<file path="config.mk">
export PLATFORM = sky130hd
export DESIGN_NAME = memory_cycle_hs_flat
export DESIGN_NICKNAME = d
export VERILOG_FILES = /design/src/rtl/memory_cycle_hs_if.sv /design/src/rtl/memory_cycle_hs.sv /design/src/flat_wrapper.sv
export SDC_FILE = /design/constraint.sdc
export NUM_CORES = 1
export LEC_CHECK = 0
export CORE_MARGIN = 3
export CORE_UTILIZATION = 37
export CTS_BUF_LIST = sky130_fd_sc_hd__clkbuf_16
export DETAILED_ROUTE_END_ITERATION = 6
export GPL_TIMING_DRIVEN = 0
export HOLD_SLACK_MARGIN = 0.12
export PLACE_DENSITY_LB_ADDON = 0.25
export SYNTH_ARGS = -nofsm -noshare
export SYNTH_HDL_FRONTEND = slang
export SYNTH_SLANG_ARGS = --single-unit
</file>
<file path="constraint.sdc">
create_clock -name clk -period 2.4 [get_ports clk]
set_clock_uncertainty 0.2 [all_clocks]
set_input_delay 0.36 -clock clk [delete_from_list [all_inputs] [get_ports clk]]
set_output_delay 0.36 -clock clk [all_outputs]
set_load 0.02 [all_outputs]
</file>
<file path="src/rtl/memory_cycle_hs_if.sv">
// ---------------------------------------------------------------------------
// memory_cycle_hs_if
// Bundles every signal that crosses the MEM stage boundary except clk/rst:
//   - E/M pipeline register fields coming from execute (RegWriteM .. PCPlus4M)
//   - data-memory req/ack handshake (dmem_req/we/addr/wdata, dmem_rdata/ack)
//   - pipeline control back to upstream (StallM)
//   - M/W pipeline register fields going to writeback (RegWriteW .. PCPlus4W)
//   - sticky error flag (mem_err)
// modport master : the MEM stage itself
// modport slave  : its environment (execute stage, data memory, writeback)
// ---------------------------------------------------------------------------
interface memory_cycle_hs_if;
  logic        RegWriteM;
  logic        ResultSrcM;
  logic        MemWriteM;
  logic [31:0] ALUResultM;
  logic [31:0] WriteDataM;
  logic [4:0]  RdM;
  logic [31:0] PCPlus4M;

  logic        dmem_req;
  logic        dmem_we;
  logic [31:0] dmem_addr;
  logic [31:0] dmem_wdata;
  logic [31:0] dmem_rdata;
  logic        dmem_ack;

  logic        StallM;

  logic        RegWriteW;
  logic        ResultSrcW;
  logic [4:0]  RdW;
  logic [31:0] ReadDataW;
  logic [31:0] ALUResultW;
  logic [31:0] PCPlus4W;

  logic        mem_err;

  modport master (
    input  RegWriteM, ResultSrcM, MemWriteM, ALUResultM, WriteDataM, RdM, PCPlus4M,
    input  dmem_rdata, dmem_ack,
    output dmem_req, dmem_we, dmem_addr, dmem_wdata,
    output StallM,
    output RegWriteW, ResultSrcW, RdW, ReadDataW, ALUResultW, PCPlus4W,
    output mem_err
  );

  modport slave (
    output RegWriteM, ResultSrcM, MemWriteM, ALUResultM, WriteDataM, RdM, PCPlus4M,
    output dmem_rdata, dmem_ack,
    input  dmem_req, dmem_we, dmem_addr, dmem_wdata,
    input  StallM,
    input  RegWriteW, ResultSrcW, RdW, ReadDataW, ALUResultW, PCPlus4W,
    input  mem_err
  );
endinterface

</file>
<file path="src/rtl/memory_cycle_hs.sv">
// ---------------------------------------------------------------------------
// memory_cycle_hs
// MEM stage of the 5-stage RISC-V pipeline. Issues word loads/stores to a
// variable-latency data memory over a req/ack handshake, stalls upstream
// while an access is outstanding, aborts on misalignment or timeout (setting
// a sticky error flag) and registers the results into the M/W register.
// Ports:
//   clk  - clock, rising edge
//   rst  - asynchronous, active-low reset
//   bus  - memory_cycle_hs_if.master (E/M inputs, dmem handshake, StallM,
//          M/W outputs, mem_err)
// Parameters:
//   TIMEOUT - max cycles in WAIT before abort (0 disables the timeout)
//   CNT_W   - wait counter width, 2**CNT_W must exceed TIMEOUT
// ---------------------------------------------------------------------------
module memory_cycle_hs #(
  parameter int unsigned TIMEOUT = 16,
  parameter int unsigned CNT_W   = 8
) (
  input  logic              clk,
  input  logic              rst,
  memory_cycle_hs_if.master bus
);

  typedef enum logic [0:0] {
    ST_IDLE,
    ST_WAIT
  } state_t;

  localparam logic [CNT_W-1:0] TIMEOUT_C  = CNT_W'(TIMEOUT);
  localparam logic [CNT_W-1:0] CNT_ONE    = CNT_W'(1);
  localparam logic             TIMEOUT_EN = (TIMEOUT != 0);

  state_t           state_q, state_d;
  logic [CNT_W-1:0] cnt_q, cnt_d;
  logic             memErr_q;

  logic             regWriteW_q;
  logic             resultSrcW_q;
  logic [4:0]       rdW_q;
  logic [31:0]      readDataW_q;
  logic [31:0]      aluResultW_q;
  logic [31:0]      pcPlus4W_q;

  logic             need;
  logic             mis;
  logic             timeout;
  logic             abort;
  logic             req;
  logic             stall;

  // Handshake decode. req and stall are gated by rst so that a reset landing
  // mid-access drops the request at once instead of waiting for a clock edge.
  always_comb begin
    need    = bus.MemWriteM | bus.ResultSrcM;
    mis     = need & (bus.ALUResultM[1:0] != 2'b00);
    // cnt equals the number of cycles since the request was first raised, so
    // hitting TIMEOUT here means the access has been outstanding that long.
    timeout = (state_q == ST_WAIT) & TIMEOUT_EN & (cnt_q == TIMEOUT_C) & ~bus.dmem_ack;
    abort   = (mis & (state_q == ST_IDLE)) | timeout;
    req     = rst & need & ~mis & ~abort;
    stall   = rst & need & ~bus.dmem_ack & ~abort;
  end

  always_comb begin
    state_d = state_q;
    cnt_d   = cnt_q;
    case (state_q)
      ST_IDLE: begin
        cnt_d = '0;
        if (req & ~bus.dmem_ack) begin
          state_d = ST_WAIT;
          cnt_d   = CNT_ONE;
        end
      end
      ST_WAIT: begin
        // An ack in the timeout cycle suppresses 'timeout', so ack wins.
        if (bus.dmem_ack | timeout) begin
          state_d = ST_IDLE;
          cnt_d   = '0;
        end else begin
          cnt_d = cnt_q + CNT_ONE;
        end
      end
      default: begin
        state_d = ST_IDLE;
        cnt_d   = '0;
      end
    endcase
  end

  always_ff @(posedge clk or negedge rst) begin
    if (!rst) begin
      state_q <= ST_IDLE;
      cnt_q   <= '0;
    end else begin
      state_q <= state_d;
      cnt_q   <= cnt_d;
    end
  end

  always_ff @(posedge clk or negedge rst) begin
    if (!rst) begin
      memErr_q <= 1'b0;
    end else if (abort) begin
      memErr_q <= 1'b1;
    end
  end

  // M/W register: held (not bubbled) while stalled; an aborted access still
  // advances but must not write the register file.
  always_ff @(posedge clk or negedge rst) begin
    if (!rst) begin
      regWriteW_q  <= 1'b0;
      resultSrcW_q <= 1'b0;
      rdW_q        <= '0;
      readDataW_q  <= '0;
      aluResultW_q <= '0;
      pcPlus4W_q   <= '0;
    end else if (!stall) begin
      regWriteW_q  <= bus.RegWriteM & ~abort;
      resultSrcW_q <= bus.ResultSrcM;
      rdW_q        <= bus.RdM;
      readDataW_q  <= (bus.ResultSrcM & bus.dmem_ack & ~abort) ? bus.dmem_rdata : 32'h0;
      aluResultW_q <= bus.ALUResultM;
      pcPlus4W_q   <= bus.PCPlus4M;
    end
  end

  assign bus.dmem_req   = req;
  assign bus.dmem_we    = bus.MemWriteM;
  assign bus.dmem_addr  = bus.ALUResultM;
  assign bus.dmem_wdata = bus.WriteDataM;
  assign bus.StallM     = stall;
  assign bus.RegWriteW  = regWriteW_q;
  assign bus.ResultSrcW = resultSrcW_q;
  assign bus.RdW        = rdW_q;
  assign bus.ReadDataW  = readDataW_q;
  assign bus.ALUResultW = aluResultW_q;
  assign bus.PCPlus4W   = pcPlus4W_q;
  assign bus.mem_err    = memErr_q;

endmodule

</file>
<file path="src/flat_wrapper.sv">
// flat-port wrapper written by rule: the top's interface ports become plain ports
module memory_cycle_hs_flat 
#(
  parameter int unsigned TIMEOUT = 16,
  parameter int unsigned CNT_W   = 8
)
  (clk, rst, bus_RegWriteM, bus_ResultSrcM, bus_MemWriteM, bus_ALUResultM, bus_WriteDataM, bus_RdM, bus_PCPlus4M, bus_dmem_rdata, bus_dmem_ack, bus_dmem_req, bus_dmem_we, bus_dmem_addr, bus_dmem_wdata, bus_StallM, bus_RegWriteW, bus_ResultSrcW, bus_RdW, bus_ReadDataW, bus_ALUResultW, bus_PCPlus4W, bus_mem_err);
  memory_cycle_hs_if bus_i ();
  input  logic clk;
  input  logic rst;
  input wire logic [$bits(bus_i.RegWriteM)-1:0] bus_RegWriteM;
  input wire logic [$bits(bus_i.ResultSrcM)-1:0] bus_ResultSrcM;
  input wire logic [$bits(bus_i.MemWriteM)-1:0] bus_MemWriteM;
  input wire logic [$bits(bus_i.ALUResultM)-1:0] bus_ALUResultM;
  input wire logic [$bits(bus_i.WriteDataM)-1:0] bus_WriteDataM;
  input wire logic [$bits(bus_i.RdM)-1:0] bus_RdM;
  input wire logic [$bits(bus_i.PCPlus4M)-1:0] bus_PCPlus4M;
  input wire logic [$bits(bus_i.dmem_rdata)-1:0] bus_dmem_rdata;
  input wire logic [$bits(bus_i.dmem_ack)-1:0] bus_dmem_ack;
  output wire logic [$bits(bus_i.dmem_req)-1:0] bus_dmem_req;
  output wire logic [$bits(bus_i.dmem_we)-1:0] bus_dmem_we;
  output wire logic [$bits(bus_i.dmem_addr)-1:0] bus_dmem_addr;
  output wire logic [$bits(bus_i.dmem_wdata)-1:0] bus_dmem_wdata;
  output wire logic [$bits(bus_i.StallM)-1:0] bus_StallM;
  output wire logic [$bits(bus_i.RegWriteW)-1:0] bus_RegWriteW;
  output wire logic [$bits(bus_i.ResultSrcW)-1:0] bus_ResultSrcW;
  output wire logic [$bits(bus_i.RdW)-1:0] bus_RdW;
  output wire logic [$bits(bus_i.ReadDataW)-1:0] bus_ReadDataW;
  output wire logic [$bits(bus_i.ALUResultW)-1:0] bus_ALUResultW;
  output wire logic [$bits(bus_i.PCPlus4W)-1:0] bus_PCPlus4W;
  output wire logic [$bits(bus_i.mem_err)-1:0] bus_mem_err;
  assign bus_i.RegWriteM = bus_RegWriteM;
  assign bus_i.ResultSrcM = bus_ResultSrcM;
  assign bus_i.MemWriteM = bus_MemWriteM;
  assign bus_i.ALUResultM = bus_ALUResultM;
  assign bus_i.WriteDataM = bus_WriteDataM;
  assign bus_i.RdM = bus_RdM;
  assign bus_i.PCPlus4M = bus_PCPlus4M;
  assign bus_i.dmem_rdata = bus_dmem_rdata;
  assign bus_i.dmem_ack = bus_dmem_ack;
  assign bus_dmem_req = bus_i.dmem_req;
  assign bus_dmem_we = bus_i.dmem_we;
  assign bus_dmem_addr = bus_i.dmem_addr;
  assign bus_dmem_wdata = bus_i.dmem_wdata;
  assign bus_StallM = bus_i.StallM;
  assign bus_RegWriteW = bus_i.RegWriteW;
  assign bus_ResultSrcW = bus_i.ResultSrcW;
  assign bus_RdW = bus_i.RdW;
  assign bus_ReadDataW = bus_i.ReadDataW;
  assign bus_ALUResultW = bus_i.ALUResultW;
  assign bus_PCPlus4W = bus_i.PCPlus4W;
  assign bus_mem_err = bus_i.mem_err;
  memory_cycle_hs #(.TIMEOUT(TIMEOUT), .CNT_W(CNT_W)) u_core (.clk(clk), .rst(rst), .bus(bus_i));
endmodule
</file>
==> flow_summary_export.csv, run 1 <==
group,metric,value,unit
drt,vias,3750,
grt,grt_util_all_layers,0.1939,
synth,synth.distinct_cells,28,
clock_network,clockBufferDepth,2,
synth,synth_top_family_by_area,"multiplexers",
finish,nets,787,
worst_setup_path,crit_path_end_kind,"output port",
drt,viasPerCell,4.513,
pwr,ir_drop,0.0005413,V
finish,final_common_cell,"clkdlybuf4s50_1",
synth,netlist_area,4897,µm²
synth,synth_top_area_cell,"dfrtp_1",
drt,routed_wl,14250,µm
floorplanning,core,12770,µm²
timing,drv_slew,0,
timing,finalHoldViolations,0,
synth,synth_fa_ha_area_frac,0.005110,
clock_network,cts_root_buffer,"clkbuf_16",
pwr,powerDensity,618.3,nW/µm²
synth,yosysTopAreaCellShare,0.5774,
timing,max_freq,432.4,MHz
timing,period_share,0.9636,
floorplanning,dieArea,14650,µm²
placed_design,port_buffers,277,
timing,rsz0062_at_grt,"yes",
timing,fin_tns_setup,0,ps
synth,netlist_instances,340,
worst_setup_path,crit_fanout,3,
worst_setup_path,crit_required,1840,ps
synth,synth_area_leaders,"dfrtp_1 (58%), mux2_4 (11%), buf_4 (10%)",
finish,antenna_cells,0,
finish,area_growth,74.53,%
floorplanning,die_x,121.0,µm
synth,ys_seq_area_frac,0.5774,
grt,grt_pass1_vias,4044,
clock_network,clk_pin_slew,50,ps
synth,synth_xor_area_frac,0.01073,
grt,antenna_found_initial,0,
grt,grt_overflow,0,
worst_setup_path,crit_type,"flop to output port",
synth,synth_mux_area_frac,0.1893,
floorplanning,start_util,0.3834,
grt,grt_max_degree,65,
flow_run,cap_viol_max_count,0,
grt,grt_pass1_wl,21820,µm
outcome,status,"finished clean",
pwr,p_leak,0.003760,µW
finish,drive_gt1_frac,0.2853,
placed_design,gp_congestion,0.7591,
synth,ys_ff_latch,113,
worst_setup_path,critPathLaunchType,"flop",
finish,final_area,8547,µm²
pwr,total_power,5285,µW
timing,holdWs,258.0,ps
drt,ant_nets,0,
finish,mostFrequentLayoutCells,"clkdlybuf4s50_1 (273), dfrtp_1 (113), buf_4 (74)",
clock_network,cts_buffers,17,
synth,synth_compound_area_frac,0.06541,
min_path,hp-class,"primary input to flop",
synth,syn-num-nets,481,
synth,syn_avg_cell_area,14.40,µm²
placed_design,placed_cell_area,7910,µm²
floorplanning,fp-row-count,41,
synth,synthSimpleGateAreaFrac,0.02862,
timing,tightest_slew,503.9,ps
placed_design,dp_hpwl,10810,µm
clock_network,cts-htree-levels,4,
timing,post-route-min-period,2313,ps
worst_setup_path,arrival,1750,ps
drt,drc,0,
synth,yosys_warnings,0,
floorplanning,die_y,121.0,µm
drt,drt_first_pass_iters,4,
clock_network,cts_tree,"yes",
drt,drtIter0Drc,119,
clock_network,clock-sinks,113,
timing,slew_headroom,0.6641,
floorplanning,io_pins,310,
clock_network,worstSkewPairLatency,400,ps
drt,wl_per_cell,17.15,µm
timing,setup_viol,0,
[sequential cells by signal, indices dropped and copies added, names as in the netlist]
register / flops
u_core.bus.RdW: 5
u_core.state_q: 1
u_core.bus.mem_err: 1
u_core.bus.RegWriteW: 1
u_core.bus.ResultSrcW: 1
u_core.bus.ReadDataW: 32
u_core.cnt_q: 8
u_core.bus.PCPlus4W: 32
u_core.bus.ALUResultW: 32
[area by class of cell]
| class | count | area, µm² |
|---|---|---|
| Multi-Input combinational cell | 143 | 1491 |
| Timing Repair Buffer | 288 | 2890 |
| Tap cell | 172 | 215.2 |
| Sequential cell | 113 | 2828 |
| Inverter | 4 | 17.52 |
| Buffer | 79 | 593.1 |
| Fill cell | 933 | 4227 |
| Clock inverter | 15 | 86.33 |
| Clock buffer | 17 | 425.4 |
[stage by stage]
stage               worst slack, ps    util  instances
global route                 -19.07  0.6691        831
finish                        87.24  0.6691        831
global placement              -5213  0.6173        789
CTS                           14.17  0.6675        830
detailed placement           -954.5  0.6193        790
floorplan                     206.8       -        340
[cells in the mapped netlist]
library cell and instances:
a21oi_1 1, a22o_1 32, and3_1 2, buf_2 6, buf_4 65, buf_6 5
clkbuf_1 4, dfrtp_1 113, ha_1 2, inv_1 3, inv_2 1, mux2_2 33
mux2_4 37, nand2_1 4, nand3_1 3, nand3_2 1, nand3b_1 1, nor2_1 10
nor3_1 1, nor4_1 1, nor4b_2 1, nor4bb_1 1, o21ai_0 3, o21bai_1 1
o22ai_1 2, or2_2 1, xnor2_1 4, xor2_1 2
[power by group]
part           switching (µW)  internal [µW]  total [µW]  leakage (µW)
Sequential               56.3           2010        2070       0.00140
Combinational             438            617        1050       0.00209
Clock                     797           1370        2160      0.000268
[worst max-delay path, stage by stage (launching register included)]
cell and delay [ps]:
dfrtp_1 340, inv_1 50, ha_2 170, nor4bb_4 140, nand2_2 100, o22ai_2 80, nor4_1 250, buf_2 210
[path summary, 6_finish.rpt]
check / startpoint / to / slack, ps / cells past startpoint
max in group asynchronous: rst / u_core.bus.ALUResultW[15] / 1200 / 3
hold reg to reg: u_core.bus.mem_err / u_core.bus.mem_err / 270 / 1
hold / removal: rst / u_core.bus.RegWriteW / 260 / 4
setup reg to reg: u_core.cnt_q[1] / u_core.bus.ALUResultW[18] / 200 / 10
min in group asynchronous: rst / u_core.bus.PCPlus4W[28] / 490 / 3
setup / recovery: u_core.cnt_q[1] / bus_dmem_req / 90 / 7
[logic make-up (layout without fill, tap and decap cells)]
group                    after synthesis  count (layout)
AO/OA/AOI/OAI                         39              39
AND/OR/NAND/NOR                       26              26
buffers and inverters                 84             403
multiplexers                          70              70
XOR/XNOR                               6               6
adder cells (fa/ha/maj)                2               2
flip-flops                           113             113
[metal layers]
layer | vias up | part of all wire | global-route usage
met5 | - | 0 | 0
met4 | 0 | 0.016 | 0.07011
met3 | 15 | 0.12 | 0.09138
met2 | 203 | 0.50 | 0.3296
met1 | 1792 | 0.36 | 0.2110
li1 | 1740 | - | -
[repair_timing]
item                                    in CTS  in global routing
endpoints found under the hold margin       49                  0
resized for setup                           17                  4
hold buffers                                 2                  0
setup buffers                                7                  1
endpoints found under the setup margin       2                 39
pin swaps                                    4                  4
(Power assumes the default switching activity.)
==> run 2, diff against run 1 <==
--- a/config.mk
+++ b/config.mk
@@ -5,13 +5,14 @@
 export SDC_FILE = /design/constraint.sdc
 export NUM_CORES = 1
 export LEC_CHECK = 0
-export CORE_MARGIN = 3
-export CORE_UTILIZATION = 37
+export CORE_AREA = 3 3 118 120
 export CTS_BUF_LIST = sky130_fd_sc_hd__clkbuf_16
 export DETAILED_ROUTE_END_ITERATION = 6
+export DIE_AREA = 0 0 121 123
 export GPL_TIMING_DRIVEN = 0
 export HOLD_SLACK_MARGIN = 0.12
 export PLACE_DENSITY_LB_ADDON = 0.25
+export REMOVE_ABC_BUFFERS = 1
 export SYNTH_ARGS = -nofsm -noshare
 export SYNTH_HDL_FRONTEND = slang
 export SYNTH_SLANG_ARGS = --single-unit
==> constraint.sdc (replaced) <==
create_clock -name clk -period 2.8 [get_ports clk]
set_clock_uncertainty 0.2 [all_clocks]
set_input_delay 0.42 -clock clk [delete_from_list [all_inputs] [get_ports clk]]
set_output_delay 0.42 -clock clk [all_outputs]
set_load 0.02 [all_outputs]
==> flow_summary_export.csv, run 2 (same netlist as run 1, synthesis figures left out) <==
group,metric,value,unit
timing,post-route-min-period,2713,ps
finish,final_common_cell,"clkdlybuf4s50_1",
worst_setup_path,path_buf_inv,4,
drt,drc,0,
worst_setup_path,arrival,2090,ps
worst_setup_path,r2r-start,"u_core.state_q",
drt,ant_nets,0,
worst_setup_path,cp-endpoint,"bus_StallM",
pwr,ir_drop,0.0003179,V
drt,drtIter0Drc,86,
timing,finalHoldViolations,0,
worst_setup_path,startpoint,"rst",
clock_network,clock-sinks,113,
finish,fillers,1034,
worst_setup_path,r2r_end,"u_core.bus.ReadDataW[28]",
timing,setup_viol,0,
clock_network,cts_tree,"yes",
floorplanning,die_x,121,µm
finish,antenna_cells,0,
drt,wl_per_cell,19.36,µm
timing,drv_slew,0,
drt,viasPerCell,4.742,
placed_design,gp_congestion,0.7075,
worst_setup_path,critPathLaunchType,"primary input",
finish,seq_area,2828,µm²
min_path,hp-class,"flop to flop",
floorplanning,start_util,0.3743,
clock_network,worstSkewPairLatency,400,ps
pwr,powerDensity,570.8,nW/µm²
clock_network,cts-htree-levels,4,
grt,antenna_found_initial,0,
timing,tightest_slew,1339,ps
worst_setup_path,crit_fanout,14,
placed_design,placed_cell_area,7039,µm²
placed_design,dp_hpwl,10050,µm
floorplanning,die_y,123,µm
finish,multiInputGateArea,1481,µm²
clock_network,cts_root_buffer,"clkbuf_16",
worst_setup_path,cp_num_cells,7,
worst_setup_path,cp_slowest_cell,"dlygate4sd3_1",
finish,final_util,0.5831,
worst_setup_path,crit_type,"primary input to output port",
floorplanning,fp-row-count,42,
drt,routed_wl,13880,µm
floorplanning,core,13090,µm²
clock_network,clockBufferDepth,2,
timing,period_share,0.9689,
worst_setup_path,crit_chain,"dlygate4sd3_1 -> buf_8 -> o21ai_0 -> nor2_2 -> nand3_4 -> inv_12 -> dlygate4sd2_1",
worst_setup_path,cp_top_family,"buffers and inverters",
timing,max_freq,368.6,MHz
pwr,total_power,4355,µW
pwr,p_leak,0.003229,µW
grt,grt_pass1_vias,3497,
finish,nets,672,
outcome,status,"finished clean",
worst_setup_path,crit_required,2180,ps
drt,vias,3400,
grt,grt_max_degree,60,
worst_setup_path,crit_path_end_kind,"output port",
finish,drive_gt1_frac,0.1959,
timing,slew_headroom,0.1076,
grt,grt_util_all_layers,0.1882,
floorplanning,io_pins,310,
clock_network,cts_buffers,17,
clock_network,clk_pin_slew,50,ps
timing,holdWs,265.8,ps
worst_setup_path,reg2reg_slack,490,ps
grt,grt_overflow,0,
flow_run,cap_viol_max_count,0,
finish,final_area,7630,µm²
finish,area_growth,55.80,%
worst_setup_path,reg2reg_depth,3,
finish,mostFrequentLayoutCells,"clkdlybuf4s50_1 (242), dfrtp_1 (113), mux2_4 (37)",
grt,grt_pass1_wl,20510,µm
floorplanning,dieArea,14880,µm²
worst_setup_path,max_stage_delay,560,ps
placed_design,port_buffers,245,
drt,drt_first_pass_iters,4,
run 2: cell count changes in the layout (fill, tap and decap cells not counted), moves of 2 or more:
cell             before  now
buf_4                74    1
clkdlybuf4s50_1     273  242
buf_2                 6    0
buf_6                 5    0
clkbuf_1              4    0
inv_1                 6    4
inv_6                 0    2
run 2: area by class of cell:
| cell class | count | area share |
|---|---|---|
| Clock inverter | 12 | 0.01033 |
| Multi-Input combinational cell | 143 | 0.1942 |
| Sequential cell | 113 | 0.3706 |
| Clock buffer | 17 | 0.05576 |
| Timing Repair Buffer | 250 | 0.3344 |
| Inverter | 4 | 0.003608 |
| Tap cell | 176 | 0.02886 |
| Timing Repair inverter | 2 | 0.002296 |
run 2: worst min-delay path by stage:
stage                       startpoint                  endpoint  slack (ps)  depth (start not counted)
floorplan                          rst  u_core.bus.ALUResultW[0]         -80                          0
global placement    u_core.bus.mem_err        u_core.bus.mem_err         260                          1
detailed placement                 rst  u_core.bus.ReadDataW[30]         210                          1
CTS                 u_core.bus.mem_err        u_core.bus.mem_err         270                          1
global route        u_core.bus.mem_err        u_core.bus.mem_err         280                          1
finish              u_core.bus.mem_err        u_core.bus.mem_err         270                          1
run 2: per-stage QoR:
stage	setup WS, ps	std cells	setup TNS (ps)
after floorplan	-195.1	260	-10850
after CTS	27.90	717	0
after detailed placement	-659.4	683	-12790
after global placement	-6426	681	-962470
final	87.12	717	0
after global routing	-15.59	717	-15.59
run 2: power by group:
group | switching, µW | internal, µW
registers | 45.9 | 1720
logic | 318 | 422
clock network | 677 | 1170
run 2: repair_timing:
item                                   in CTS  in global routing
pin swaps                                   0                  0
resized for setup                           7                  5
gates cloned                                2                  0
setup endpoints to repair                   2                  2
hold buffers                                2                  0
buffers inserted                            1                  0
endpoints found under the hold margin      54                  0
run 2: routing by layer:
metal | track usage | wire length, µm | vias to the layer above
met4 | 0.08286 | 297 | 0
li1 | - | - | 1517
met5 | 0.01736 | 0 | -
met2 | 0.2609 | 6005 | 201
met1 | 0.2413 | 5907 | 1661
met3 | 0.1011 | 1671 | 21
run 2: worst register-to-register path, delay by kind of cell (launching register included):
kind               cells  cell delay (ps)
and+or+nand+nor        1             1120
DFF                    1              400
AOI/OAI and AO/OA      2              520
